`src/rtl/alu_sequencer.sv`:
```
// Initiator-side sequencer for the combinational ALU: accept, settle, capture Z, respond.
// Optional ALU_FLAGS_EN adds registered rsp_zero / rsp_neg result flags.
module alu_sequencer #(
    parameter int EXEC_CYCLES   = 1,
    parameter int MULDIV_CYCLES = 4
) (
    input  logic        clock,
    input  logic        clear,
    input  logic        req_valid,
    output logic        req_ready,
    input  logic [3:0]  req_op,
    input  logic [31:0] req_a,
    input  logic [31:0] req_b,
    output logic [31:0] alu_Y,
    output logic [31:0] alu_BusMuxOut,
    output logic [3:0]  alu_op,
    output logic        alu_enable,
    input  logic [63:0] alu_C,
    output logic        rsp_valid,
    input  logic        rsp_ready,
    output logic [31:0] rsp_lo,
    output logic [31:0] rsp_hi,
    output logic        rsp_err,
    output logic [31:0] hi_reg,
    output logic [31:0] lo_reg
`ifdef ALU_FLAGS_EN
    ,
    output logic        rsp_zero,
    output logic        rsp_neg
`endif
);

    typedef enum logic [1:0] {
        IDLE = 2'd0,
        EXEC = 2'd1,
        RESP = 2'd2
    } state_t;

    localparam logic [3:0] OP_MUL  = 4'd6;
    localparam logic [3:0] OP_DIV  = 4'd7;
    localparam logic [3:0] OP_LAST = 4'd12;
    localparam logic [3:0] EXEC_N  = 4'(EXEC_CYCLES);
    localparam logic [3:0] MULDIV_N = 4'(MULDIV_CYCLES);

    state_t      state_q, state_d;
    logic [3:0]  count_q, count_d;
    logic [3:0]  op_q, op_d;
    logic [31:0] y_q, y_d;
    logic [31:0] bus_q, bus_d;
    logic [31:0] lo_q, lo_d;
    logic [31:0] hi_q, hi_d;
    logic        err_q, err_d;
    logic [31:0] hi_reg_q, hi_reg_d;
    logic [31:0] lo_reg_q, lo_reg_d;
    logic        zero_q, zero_d;
    logic        neg_q, neg_d;

    function automatic logic is_muldiv(input logic [3:0] op);
        return (op == OP_MUL) || (op == OP_DIV);
    endfunction

    always_ff @(posedge clock or negedge clear) begin
        if (!clear) begin
            state_q  <= IDLE;
            count_q  <= '0;
            op_q     <= '0;
            y_q      <= '0;
            bus_q    <= '0;
            lo_q     <= '0;
            hi_q     <= '0;
            err_q    <= 1'b0;
            hi_reg_q <= '0;
            lo_reg_q <= '0;
            zero_q   <= 1'b0;
            neg_q    <= 1'b0;
        end else begin
            state_q  <= state_d;
            count_q  <= count_d;
            op_q     <= op_d;
            y_q      <= y_d;
            bus_q    <= bus_d;
            lo_q     <= lo_d;
            hi_q     <= hi_d;
            err_q    <= err_d;
            hi_reg_q <= hi_reg_d;
            lo_reg_q <= lo_reg_d;
            zero_q   <= zero_d;
            neg_q    <= neg_d;
        end
    end

    always_comb begin
        state_d  = state_q;
        count_d  = count_q;
        op_d     = op_q;
        y_d      = y_q;
        bus_d    = bus_q;
        lo_d     = lo_q;
        hi_d     = hi_q;
        err_d    = err_q;
        hi_reg_d = hi_reg_q;
        lo_reg_d = lo_reg_q;
        zero_d   = zero_q;
        neg_d    = neg_q;

        case (state_q)
            IDLE: begin
                if (req_valid && req_ready) begin
                    op_d  = req_op;
                    y_d   = req_a;
                    bus_d = req_b;
                    if (req_op > OP_LAST) begin
                        lo_d    = '0;
                        hi_d    = '0;
                        err_d   = 1'b1;
                        zero_d  = 1'b0;
                        neg_d   = 1'b0;
                        count_d = '0;
                        state_d = RESP;
                    end else if (req_op == OP_DIV && req_b == '0) begin
                        // Divide-by-zero never reaches the ALU
                        lo_d    = '1;
                        hi_d    = req_a;
                        err_d   = 1'b1;
                        zero_d  = 1'b0;
                        neg_d   = 1'b0;
                        count_d = '0;
                        state_d = RESP;
                    end else begin
                        count_d = is_muldiv(req_op) ? MULDIV_N : EXEC_N;
                        state_d = EXEC;
                    end
                end
            end
            EXEC: begin
                count_d = count_q - 4'd1;
                // <= also catches a zero count so EXEC can never stall
                if (count_q <= 4'd1) begin
                    count_d = '0;
                    lo_d    = alu_C[31:0];
                    hi_d    = alu_C[63:32];
                    err_d   = 1'b0;
                    zero_d  = (alu_C == 64'd0);
                    neg_d   = (op_q == OP_MUL) ? alu_C[63] : alu_C[31];
                    state_d = RESP;
                end
            end
            RESP: begin
                if (rsp_ready) begin
                    state_d = IDLE;
                    if (is_muldiv(op_q) && !err_q) begin
                        hi_reg_d = hi_q;
                        lo_reg_d = lo_q;
                    end
                end
            end
            default: begin
                state_d = IDLE;
            end
        endcase
    end

    assign req_ready     = clear && (state_q == IDLE);
    assign rsp_valid     = (state_q == RESP);
    assign alu_enable    = (state_q == EXEC);
    assign alu_Y         = y_q;
    assign alu_BusMuxOut = bus_q;
    assign alu_op        = op_q;
    assign rsp_lo        = lo_q;
    assign rsp_hi        = hi_q;
    assign rsp_err       = err_q;
    assign hi_reg        = hi_reg_q;
    assign lo_reg        = lo_reg_q;

`ifdef ALU_FLAGS_EN
    assign rsp_zero = zero_q;
    assign rsp_neg  = neg_q;
`else
    logic unused_flags;
    assign unused_flags = zero_q ^ neg_q;
`endif

endmodule
```
`config.mk`:
```
export PLATFORM = sky130hd
export DESIGN_NAME = alu_sequencer
export DESIGN_NICKNAME = d
export VERILOG_FILES = /design/src/rtl/alu_sequencer.sv
export SDC_FILE = /design/constraint.sdc
export NUM_CORES = 1
export LEC_CHECK = 0
export CORE_MARGIN = 2
export CORE_UTILIZATION = 45
export DETAILED_ROUTE_END_ITERATION = 7
export GPL_TIMING_DRIVEN = 0
export PLACE_DENSITY = 0.83
export SLEW_MARGIN = 20
export SYNTH_ARGS = -nofsm -noshare
export SYNTH_HDL_FRONTEND = slang
export SYNTH_SLANG_ARGS = --single-unit
export TNS_END_PERCENT = 50
```
`constraint.sdc`:
```
create_clock -name clock -period 6 [get_ports clock]
set_input_delay 0.6 -clock clock [delete_from_list [all_inputs] [get_ports clock]]
set_output_delay 0.6 -clock clock [all_outputs]
set_load 0.005 [all_outputs]
```
==> flow_metrics.py <==
metrics = {
    "hold_path": {
        "hp-start": "alu_BusMuxOut[18]$_DFFE_PN0P_",
        "min_path_type": "reg -> reg",
    },
    "timing": {
        "hold_viol": 0,
        "drv_slew": 0,
        "fin_hold_ws_ps": 470,
        "setup_viol": 0,
        "rsz0062_at_grt": "no",
        "final.setup_skew_ps": 8.43,
        "fin_crit_ps": 3370,
        "fmax_mhz": 296,
        "timing.final.crit_share_pct": 56.2,
        "slew_headroom_pct": 52.5,
        "tightest_slew_ps": 712,
        "fin_ws_ps": 2630,
    },
    "worst_setup_path": {
        "cp_max_fo": 95,
        "cp_data_arrival_time_ps": 2770,
        "cp-end-kind": "output pin",
        "critical_path_required_ps": 5400,
        "max_stage_delay_ps": 600,
        "worstSetupStartpoint": "clear",
        "crit_chain": "dlygate4sd3_1 > buf_8 > buf_16 > nor3b_1 > clkdlybuf4s50_1",
        "crit_slowest_cell": "clkdlybuf4s50_1",
        "crit_buf_inv": 4,
        "cpLargestDelayFamily": "buffers and inverters",
        "critPathLaunchType": "primary input",
        "timing.rr.start": "count_q[0]$_DFFE_PN0P_",
        "path_class": "in -> out",
    },
    "grt": {
        "grt_pass1_vias": 7360,
        "grt_pass1_wl_mm": 40.9,
        "antenna_found_initial": 0,
        "grt_remaining_overflow": 0,
        "grt_start_max_net_pins": 97,
        "grt_usage_pct": 26.5,
    },
    "pwr": {
        "ir_worst_vdd_mv": 0.309,
        "finalPower_mw": 6.40,
        "leakagePower_nw": 6.25,
        "power_density_nw_per_um2": 502,
    },
    "cts": {
        "htreeDepth": 1,
        "cts_setup_buffers": 0,
        "clock_latency_ps": 500,
        "clockBufferDepth": 3,
        "cts_tree": "yes",
        "cts_num_sinks": 203,
        "cts_resized": 0,
        "numCtsBuffers": 22,
        "clkTransAtPathRegs_ps": 60,
        "clockRootBuffer": "clkbuf_16",
        "hold_buffers": 1,
    },
    "die": {
        "die_y_um": 140,
        "core_sq_um": 18100,
        "die_area_sq_um": 19700,
        "die_x_um": 140,
        "initial_core_util_pct": 46.2,
        "boundaryPins": 336,
        "rows": 49,
    },
    "drt": {
        "avgRoutedWirePerCell_um": 19.6,
        "first_pass_iters": 5,
        "num_vias": 6981,
        "drc": 0,
        "via_per_inst": 5.19,
        "ant_nets": 0,
        "routed_wl_mm": 26.3,
        "dr.first_iter.drc_count": 327,
    },
    "logic_synthesis": {
        "async_flop_share_pct": 100,
        "synth_nets": 880,
        "synthDistinctLibCells": 32,
        "synth_cells": 742,
        "netlist_area_sq_um": 8360,
        "synth_ff_type": "dfrtp_1",
        "yosysSeqAreaShare_pct": 60.8,
        "yosys.area.top_type": "dfrtp_1",
        "synth.avg_cell_area_sq_um": 11.3,
        "synth-seq-cells": 203,
        "ys.warnings.count": 0,
        "synth_edf_count": 0,
        "netlist_top_cells_area": "dfrtp_1, mux2_2, nand2_1",
        "synth_top_area_share_pct": 60.8,
    },
    "outcome": {
        "run_status": "finished, final reports clean",
    },
    "layout": {
        "drive_gt1_share_pct": 11.9,
        "nNetsFinal": 1242,
        "regArea_sq_um": 5080,
        "syn2layout_area_growth_pct": 52.5,
        "nFillCells": 1294,
        "layout_common_cells": "clkdlybuf4s50_1, nand2_1, dfrtp_1",
        "multi_input_area_sq_um": 2960,
        "final_common_cell": "clkdlybuf4s50_1",
        "diodes": 0,
    },
    "flow_run": {
        "maxCapViolCount": 0,
    },
    "placement": {
        "pre_cts_slack_ps": 2820,
        "port_buffers": 335,
        "gp_congestion": 0.870,
        "hpwl_mm": 19.4,
    },
}
layout make-up:
cell class | instances | area share (%)
tap | 229 | 2.25
timing repair buffer | 338 | 26.8
sequential | 203 | 39.8
inverter | 38 | 1.12
clock buffer | 31 | 4.98
buffer | 43 | 1.39
multi-input combinational | 458 | 23.2
clock inverter | 4 | 0.353
cell usage after synthesis, types with 5 or more instances:
master / count
o21ai_0: 43
inv_1: 38
mux2_2: 84
nor3_1: 6
a22o_1: 32
nor2_1: 5
buf_2: 7
nor4_1: 6
dfrtp_1: 203
mux2i_1: 33
nand2_1: 220
mux2_4: 6
clkbuf_1: 34
tightest hold or removal path, cell delays in order, from the launching register on:
cell and delay (ps):
dfrtp_1 340, nand2_1 50, nand2_1 50
where the power goes:
part / total [mW] / internal [mW] / switching (mW)
registers: 2.37 / 1.98 / 0.395
clock network: 1.30 / 0.773 / 0.528
logic: 2.72 / 1.64 / 1.09
final timing paths:
kind	end	slack, ps	cells after the start
worst max-delay path	req_ready	2630	5
worst min-delay path	alu_BusMuxOut[18]$_DFFE_PN0P_	470	2
worst max register to register	rsp_lo[14]$_DFFE_PN0P_	3540	9
worst min register to register	alu_BusMuxOut[18]$_DFFE_PN0P_	470	2
max in group asynchronous	hi_reg[6]$_DFFE_PN0P_	4750	3
min in group asynchronous	hi_reg[29]$_DFFE_PN0P_	540	2
per-stage QoR:
step | setup TNS [ps] | util (%) | instances | cell area [sq um]
after global placement | -1404370 | 66.4 | 1306 | 12000
after CTS | 0 | 70.5 | 1344 | 12800
after global routing | 0 | 70.5 | 1344 | 12800
after floorplan | 0 | - | 742 | 8360
final | 0 | 70.5 | 1344 | 12800
after detailed placement | 0 | 66.7 | 1308 | 12100
cells by family (layout without fill, tap and decap cells):
logic type,count (synthesis),count (layout),synth area share [%]
and+or+nand+nor,249,249,12.1
DFF,203,203,60.8
muxes,123,123,16.3
AOI/OAI and AO/OA,84,84,6.72
buffers and inverters,81,454,3.83
adders and majority gates,2,2,0.299
routing by layer:
layer	vias up	track usage (%)	routed length (um)	share of wire (%)
li1	3199	-	-	-
met2	305	47.0	13200	50
met4	0	6.33	552	2.1
met3	37	8.48	2660	10
met5	-	0	0	0
met1	3440	31.5	9890	38
Power figures use the tool's default switching activity.
